===== src/rtl/byte_uart_pkg.sv =====
// rtl/byte_uart_pkg.sv - shared types and frame constants for the byte UART transmitter
package byte_uart_pkg;

    typedef enum logic [1:0] {
        IDLE  = 2'd0,
        START = 2'd1,
        DATA  = 2'd2,
        STOP  = 2'd3
    } uart_state_t;

    localparam int   UART_DATA_BITS = 8;
    localparam logic UART_START_LVL = 1'b0;
    localparam logic UART_STOP_LVL  = 1'b1;

endpackage


===== src/rtl/uart_bit_timer.sv =====
// rtl/uart_bit_timer.sv - free-running bit-time counter with terminal-count tick
module uart_bit_timer #(
    parameter int CLKS_PER_BIT = 16
) (
    input  logic clk,
    input  logic rst,
    input  logic clear,
    output logic tick
);

    if (CLKS_PER_BIT < 2) begin : g_bad_clks_per_bit
        $error("uart_bit_timer: CLKS_PER_BIT must be at least 2");
    end

    localparam int CW = $clog2(CLKS_PER_BIT);
    localparam logic [CW-1:0] LAST = CW'(CLKS_PER_BIT - 1);

    logic [CW-1:0] cnt;

    // Count 0..CLKS_PER_BIT-1 and wrap; clear realigns bit boundaries to an accept edge
    always_ff @(posedge clk) begin
        if (rst || clear) begin
            cnt <= '0;
        end else if (cnt == LAST) begin
            cnt <= '0;
        end else begin
            cnt <= cnt + CW'(1);
        end
    end

    assign tick = (cnt == LAST);

endmodule


===== src/rtl/byte_uart_tx.sv =====
// rtl/byte_uart_tx.sv - 8N1 UART transmitter taking one byte per valid/ready handshake
module byte_uart_tx
    import byte_uart_pkg::*;
#(
    parameter int CLKS_PER_BIT = 16
) (
    input  logic       clk,
    input  logic       rst,
    input  logic [7:0] data_in,
    input  logic       valid,
    output logic       ready,
    output logic       tx,
    output logic       done
);

    localparam int IDX_W = $clog2(UART_DATA_BITS);
    localparam logic [IDX_W-1:0] LAST_IDX = IDX_W'(UART_DATA_BITS - 1);

    uart_state_t               state;
    logic [UART_DATA_BITS-1:0] shreg;
    logic [IDX_W-1:0]          idx;
    logic                      tick;
    logic                      accept;

    // ready drops combinationally with rst so a byte offered during reset is never taken
    assign ready  = (state == IDLE) && !rst;
    assign accept = valid && ready;

    uart_bit_timer #(
        .CLKS_PER_BIT(CLKS_PER_BIT)
    ) u_bit_timer (
        .clk  (clk),
        .rst  (rst),
        .clear(accept),
        .tick (tick)
    );

    // Frame sequencer: start bit, 8 data bits LSB first, stop bit; tx and done are registered
    always_ff @(posedge clk) begin
        if (rst) begin
            state <= IDLE;
            shreg <= '0;
            idx   <= '0;
            tx    <= UART_STOP_LVL;
            done  <= 1'b0;
        end else begin
            done <= 1'b0;
            case (state)
                IDLE: begin
                    if (valid) begin
                        shreg <= data_in;
                        idx   <= '0;
                        tx    <= UART_START_LVL;
                        state <= START;
                    end
                end
                START: begin
                    if (tick) begin
                        tx    <= shreg[0];
                        state <= DATA;
                    end
                end
                DATA: begin
                    if (tick) begin
                        if (idx == LAST_IDX) begin
                            tx    <= UART_STOP_LVL;
                            state <= STOP;
                        end else begin
                            idx   <= idx + IDX_W'(1);
                            shreg <= shreg >> 1;
                            tx    <= shreg[1];
                        end
                    end
                end
                STOP: begin
                    if (tick) begin
                        done  <= 1'b1;
                        state <= IDLE;
                    end
                end
                default: begin
                    tx    <= UART_STOP_LVL;
                    state <= IDLE;
                end
            endcase
        end
    end

endmodule


===== config.mk =====
export PLATFORM = sky130hd
export DESIGN_NAME = byte_uart_tx
export DESIGN_NICKNAME = d
export VERILOG_FILES = /design/src/rtl/byte_uart_pkg.sv /design/src/rtl/uart_bit_timer.sv /design/src/rtl/byte_uart_tx.sv
export SDC_FILE = /design/constraint.sdc
export NUM_CORES = 1
export LEC_CHECK = 0
export ABC_AREA = 1
export BUFFER_PORTS_ARGS = -buffer_cell sky130_fd_sc_hd__buf_2
export CAP_MARGIN = 20
export CORE_MARGIN = 2
export CORE_UTILIZATION = 55
export DETAILED_ROUTE_END_ITERATION = 12
export PLACE_DENSITY = 0.77
export SYNTH_ARGS = -nofsm -noshare
export SYNTH_HDL_FRONTEND = slang
export SYNTH_HIERARCHICAL = 1
export SYNTH_SLANG_ARGS = --single-unit

===== constraint.sdc =====
create_clock -name clk -period 2 [get_ports clk]
set_clock_uncertainty 0.05 [all_clocks]
set_input_delay 0.4 -clock clk [delete_from_list [all_inputs] [get_ports clk]]
set_output_delay 0.4 -clock clk [all_outputs]
set_load 0.01 [all_outputs]

Word level (Yosys, flattened, before mapping) --
Cells that the tools add are included.
Operators by class: $add $sub $neg 2, multipliers 0, div/mod/pow operators 0, order comparisons 0, equal/unequal tests 11, shift-type cells 0, multiplexer cells 20, bitwise gates (word level) 1, reductions and logical operators 12
Operators by type and width (count):
- 8-bit two-way mux | 3
- 8-bit one-hot mux with 2 select lines | 1
- 2-bit inequality test (second input constant) | 6
- 2-bit two-way mux | 5
- 3-bit two-way mux | 3
- 2-bit one-hot mux with 4 select lines | 1
- 4-bit AND reduction | 2
- 3-bit one-hot mux with 2 select lines | 1
- 1-bit two-way mux | 5
- 5-bit AND reduction | 1
- 4-bit by 1-bit adder with 4-bit output (second input constant) | 1
- 2-bit == test (second input constant) | 2
- 4-bit == test (second input constant) | 1
- 2-bit OR reduction | 2
- 3-bit by 1-bit adder with 3-bit output (second input constant) | 1
- 3-bit == test (second input constant) | 1
- 1-bit one-hot mux with 3 select lines | 1
- 3-bit nonzero test | 1
- 2-bit by 1-bit == test with 1-bit output (second input constant) | 1
- 1-bit logical AND | 2
- 2-bit zero test | 1
- 2-bit nonzero test | 1
- 1-bit zero test | 1
- 1-bit logical OR | 1
- 1-bit inverter | 1
Storage, ports and cells: register bits after elaboration 19, latch bits 0, RAM bits 0, bits in read-only memories 0, output and inout port bits 3, memories kept 0

Logic depth before layout (Yosys ltp) --
depth after elaboration 5, depth in mapped cells 10, mapped depth without buffers 10

Hierarchy --
Netlist, hierarchy kept.
By module, submodules not included:
- byte_uart_tx | instances 1, cells each 132, area each 865.8 um^2, sequential area each 300.3 um^2
- uart_bit_timer | instances 1, cells each 19, area each 166.4 um^2, sequential area each 80.1 um^2

Worst setup path after synthesis --
OpenSTA, ideal clock, no wires.
path kind reg-to-reg, start register state[0], end register tx, library setup time 0.130 ns, data arrival time 1.247 ns, required time 1.820 ns, slack 0.573 ns, stages on the path, launching flop included 7, buffers on the path 0, path through dfxtp_1 inv_1 ha_1 o21ai_0 inv_1 o21ai_0 nand3_1
On the way: cells in the longest elaborated chain, start to end 3
Ends and longest elaborated chain:
- start: declaration | RTL line byte_uart_tx.sv:19 | uart_state_t state;
- start signal: assignment | RTL line byte_uart_tx.sv:41 | state <= IDLE;
- start signal: assignment | RTL line byte_uart_tx.sv:54 | state <= START;
- start signal: assignment | RTL line byte_uart_tx.sv:60 | state <= DATA;
- 2-bit by 1-bit == test with 1-bit output (tied with other cells) | RTL line byte_uart_tx.sv:48 | case (state)
- 2-bit inequality test (no line) or 3-bit nonzero test (tied branches)
- 4-bit AND reduction (no line)
- end signal: assignment | RTL line byte_uart_tx.sv:59 | tx <= shreg[0];
- end signal: assignment | RTL line byte_uart_tx.sv:71 | tx <= shreg[1];
- end: declaration | RTL line byte_uart_tx.sv:12 | output logic tx,
Parallel ways exist; a longest one is shown, timed or not. A chain may end at the register's enable or synchronous reset.

Final worst setup path --
start register state[0], end register shreg[6]
On the way: cells in the longest elaborated chain, start to end 3
Ends and longest elaborated chain:
- 2-bit == test or 2-bit zero test (tied branches) | RTL line byte_uart_tx.sv:48
- 2-bit inequality test (no line) or 2-bit nonzero test (tied branches)
- 4-bit AND reduction (no line)
- end signal: assignment | RTL line byte_uart_tx.sv:51 | shreg <= data_in;
- end signal: assignment | RTL line byte_uart_tx.sv:70 | shreg <= shreg >> 1;
- end: declaration | RTL line byte_uart_tx.sv:20 | logic [UART_DATA_BITS-1:0] shreg;
Parallel ways exist; a longest one is shown, timed or not.

==> results_dict.tcl <==
set metrics [dict create \
    num_cts_buffers 3 \
    hold_viol 0 \
    detailed_place_hpwl_mm 1.44 \
    pre_cts_slack_ns 0.256 \
    most-common-layout-cells "sky130_fd_sc_hd__nand2_1 (44), sky130_fd_sc_hd__nor2_1 (31), sky130_fd_sc_hd__dfxtp_1 (19)" \
    design_area_sq_um 1130 \
    post_synth_num_cell_types 23 \
    die-width_microns 47.3 \
    groute.layer.met1.usage_pct 22.7 \
    setup_repair_after_global_routing_missed_its_margin "no" \
    postCtsSetupRepairBufs 0 \
    critical_path.max_fanout 21 \
    final_setup_margin_ns 0.250 \
    crit_end_element "flop" \
    critPathArrivalTime_ns 1.91 \
    yosys-top-cells-area "sky130_fd_sc_hd__dfxtp_1 (37%), sky130_fd_sc_hd__nand2_1 (16%), sky130_fd_sc_hd__nor2_1 (11%)" \
    critical_path.startpoint_type "flop" \
    hp-class "in2reg" \
    synth_warnings 6 \
    hold-worst-slack_ns 0.266 \
    rows 15 \
    grt_start_max_net_pins 22 \
    pin_slew_with_the_least_headroom_to_its_limit_ns 0.393 \
    result_of_the_run "finished, final reports clean" \
    number_of_global_route_vias_before_repair 781 \
    synth_cells 151 \
    postPlaceCellArea_sq_um 1100 \
    ys_seq_elements 19 \
    route.antenna.remaining_nets 0 \
    maxSlewHeadroom_pct 73.5 \
    via_count 925 \
    area_delta_synth_final_pct 9.70 \
    syn_avg_cell_area_sq_um 6.84 \
    sw_frac_of_total_pct 42.9 \
    use_met3_pct 4.62 \
    fraction_of_layout_instances_using_a_drive_strength_above_1_pct 15.8 \
    hold_buffers 0 \
    gpl.final_weighted_congestion 0.852 \
    design.final.nets 184 \
    power.combinational.fraction_pct 47.3 \
    critical_path_required_ns 2.16 \
    cellInternalPower_uw 822 \
    max_slew_vio_count 0 \
    core_region_area_sq_um 1750 \
    route.detailed.wl_per_inst_microns 9.79 \
    timing.final.crit_share_pct 87.5 \
    share_seq_of_total_power_pct 38.7 \
    cts_num_sinks 19 \
    met2_usage_pct 33.0 \
    fmax_mhz 571 \
    route.detailed.vias_per_inst 4.87 \
    floorplan.initialDensity_pct 59.1 \
    cts_resized 0 \
    timing.setup.critical_path_class "reg2reg" \
    clockBufferDepth 2 \
    netlist.area_leader.share_pct 36.8 \
    ir_worst_vdd_mv 0.749 \
    tritoncts_clock_tree "built" \
    detailedRoute.firstPassIterationCount 4 \
    global_route_wire_length_before_repair_mm 3.04 \
    cts_max_level 1 \
    p_leak_uw 0.000588 \
    finish.utilization_pct 64.9 \
    die_area_sq_um 2240 \
    syn-num-nets 169 \
    post-route-drc-count 0 \
    root_buffer "sky130_fd_sc_hd__clkbuf_4" \
    setup-tns-final_ns 0 \
    worstSkewPairLatency_ns 0.31 \
    antenna-diode-count 0 \
    p_per_area_nw_per_um2 1270 \
    pwr-share-clk_pct 14.0 \
    path_clk_slew_ns 0.11 \
    grt_antenna_before_repair 0 \
    gr-max-usage-layer "met2" \
    post_synth_instance_area_sq_um 1030 \
    most_common_cell_after_layout_fill_and_taps_aside "sky130_fd_sc_hd__nand2_1" \
    yosys.area.top_type "sky130_fd_sc_hd__dfxtp_1" \
    net-switching-power_uw 618 \
    synth_seq_area_share_pct 36.8 \
    layout_min_cycle_time_ns 1.75 \
    num_io_pins 14 \
    postRouteWirelength_mm 1.86 \
    timing.final.setup_violations 0 \
    timing.max_cap.violations 0 \
    port_buffers 13 \
    gr-usage-all-layers_pct 19.7 \
    floorplan.die.height_microns 47.3 \
    drt_iter0_drc 13 \
    globalRoute.totalOverflow 0 \
]
==> worst paths after layout <==
check                                              startpoint                            end  slack, ns  cells after the start
worst min-delay path                                      rst          shreg[7]$_SDFFE_PP0P_       0.27                      2
worst max register to register          state[0]$_SDFFE_PP0P_          shreg[6]$_SDFFE_PP0P_       0.25                     10
worst max-delay path                    state[0]$_SDFFE_PP0P_          shreg[6]$_SDFFE_PP0P_       0.25                     10
worst min register to register  u_bit_timer/cnt[0]$_SDFF_PP0_  u_bit_timer/cnt[0]$_SDFF_PP0_       0.44                      1
==> metrics by stage <==
step | power (uW) | std cells
after floorplan | 1140 | 151
after global placement | 1220 | 186
after detailed placement | 1250 | 186
after CTS | 1440 | 190
final | 1440 | 190
after global routing | 1590 | 190
==> worst max-delay path, stage by stage (launching register included) <==
cell	delay (ns)
sky130_fd_sc_hd__dfxtp_1	0.36
sky130_fd_sc_hd__inv_1	0.09
sky130_fd_sc_hd__ha_1	0.31
sky130_fd_sc_hd__inv_2	0.14
sky130_fd_sc_hd__nand2_1	0.10
sky130_fd_sc_hd__nand2_1	0.08
sky130_fd_sc_hd__nor2_2	0.11
sky130_fd_sc_hd__buf_4	0.23
sky130_fd_sc_hd__nand2_1	0.08
sky130_fd_sc_hd__nand2_1	0.07
sky130_fd_sc_hd__nor2_1	0.04
==> routing by layer <==
| layer | share of wire (%) | vias up |
|---|---|---|
| met5 | 0 | - |
| met4 | 3.0 | 0 |
| met3 | 5.6 | 6 |
| met2 | 48 | 32 |
| met1 | 44 | 397 |
| li1 | - | 490 |
==> registers in the layout, indices dropped and copies added, names as in the netlist <==
register and count:
u_bit_timer/cnt 4, done 1, state 2, shreg 8, idx 3, tx 1
==> Yosys cell counts <==
| master | number |
|---|---|
| sky130_fd_sc_hd__nor3_1 | 2 |
| sky130_fd_sc_hd__nand2_1 | 44 |
| sky130_fd_sc_hd__nand2_2 | 1 |
| sky130_fd_sc_hd__buf_4 | 1 |
| sky130_fd_sc_hd__a21oi_1 | 1 |
| sky130_fd_sc_hd__buf_6 | 2 |
| sky130_fd_sc_hd__o21bai_1 | 1 |
| sky130_fd_sc_hd__nor2_2 | 2 |
| sky130_fd_sc_hd__a21boi_0 | 7 |
| sky130_fd_sc_hd__o21ai_2 | 1 |
| sky130_fd_sc_hd__o21ai_0 | 2 |
| sky130_fd_sc_hd__buf_2 | 1 |
| sky130_fd_sc_hd__clkbuf_1 | 1 |
| sky130_fd_sc_hd__nand4_1 | 2 |
| sky130_fd_sc_hd__inv_1 | 16 |
| sky130_fd_sc_hd__nand3_1 | 6 |
| sky130_fd_sc_hd__or2_2 | 1 |
| sky130_fd_sc_hd__nor2_1 | 31 |
| sky130_fd_sc_hd__nand3_2 | 1 |
| sky130_fd_sc_hd__inv_2 | 1 |
| sky130_fd_sc_hd__dfxtp_1 | 19 |
| sky130_fd_sc_hd__ha_1 | 7 |
| sky130_fd_sc_hd__xnor2_1 | 1 |
==> cell families (layout without fill, tap and decap cells) <==
group / after synthesis / count (layout) / synth area share [%]
AOI/OAI and AO/OA: 12 / 12 / 8.12
xor gates and xnor gates: 1 / 1 / 0.849
adders and majority gates: 7 / 7 / 8.48
buffers and inverters: 22 / 36 / 9.94
DFF: 19 / 19 / 36.8
and+or+nand+nor: 90 / 90 / 35.8
==> power groups by stage <==
stage | clock network [uW] | registers, uW | logic [uW]
after floorplan | 0 | 554 | 583
after global placement | 0 | 562 | 654
after detailed placement | 0 | 567 | 681
after CTS | 203 | 559 | 682
after global routing | 216 | 572 | 800
final | 202 | 557 | 682
==> cell type report <==
type	count	area (sq um)
inverter	17	63.8
multi-input combinational	110	549
clock buffer	3	22.5
tap	25	31.3
clock inverter	1	5.00
timing repair buffer	15	80.1
fill	179	613
sequential	19	380
Power figures use the tool's default switching activity.
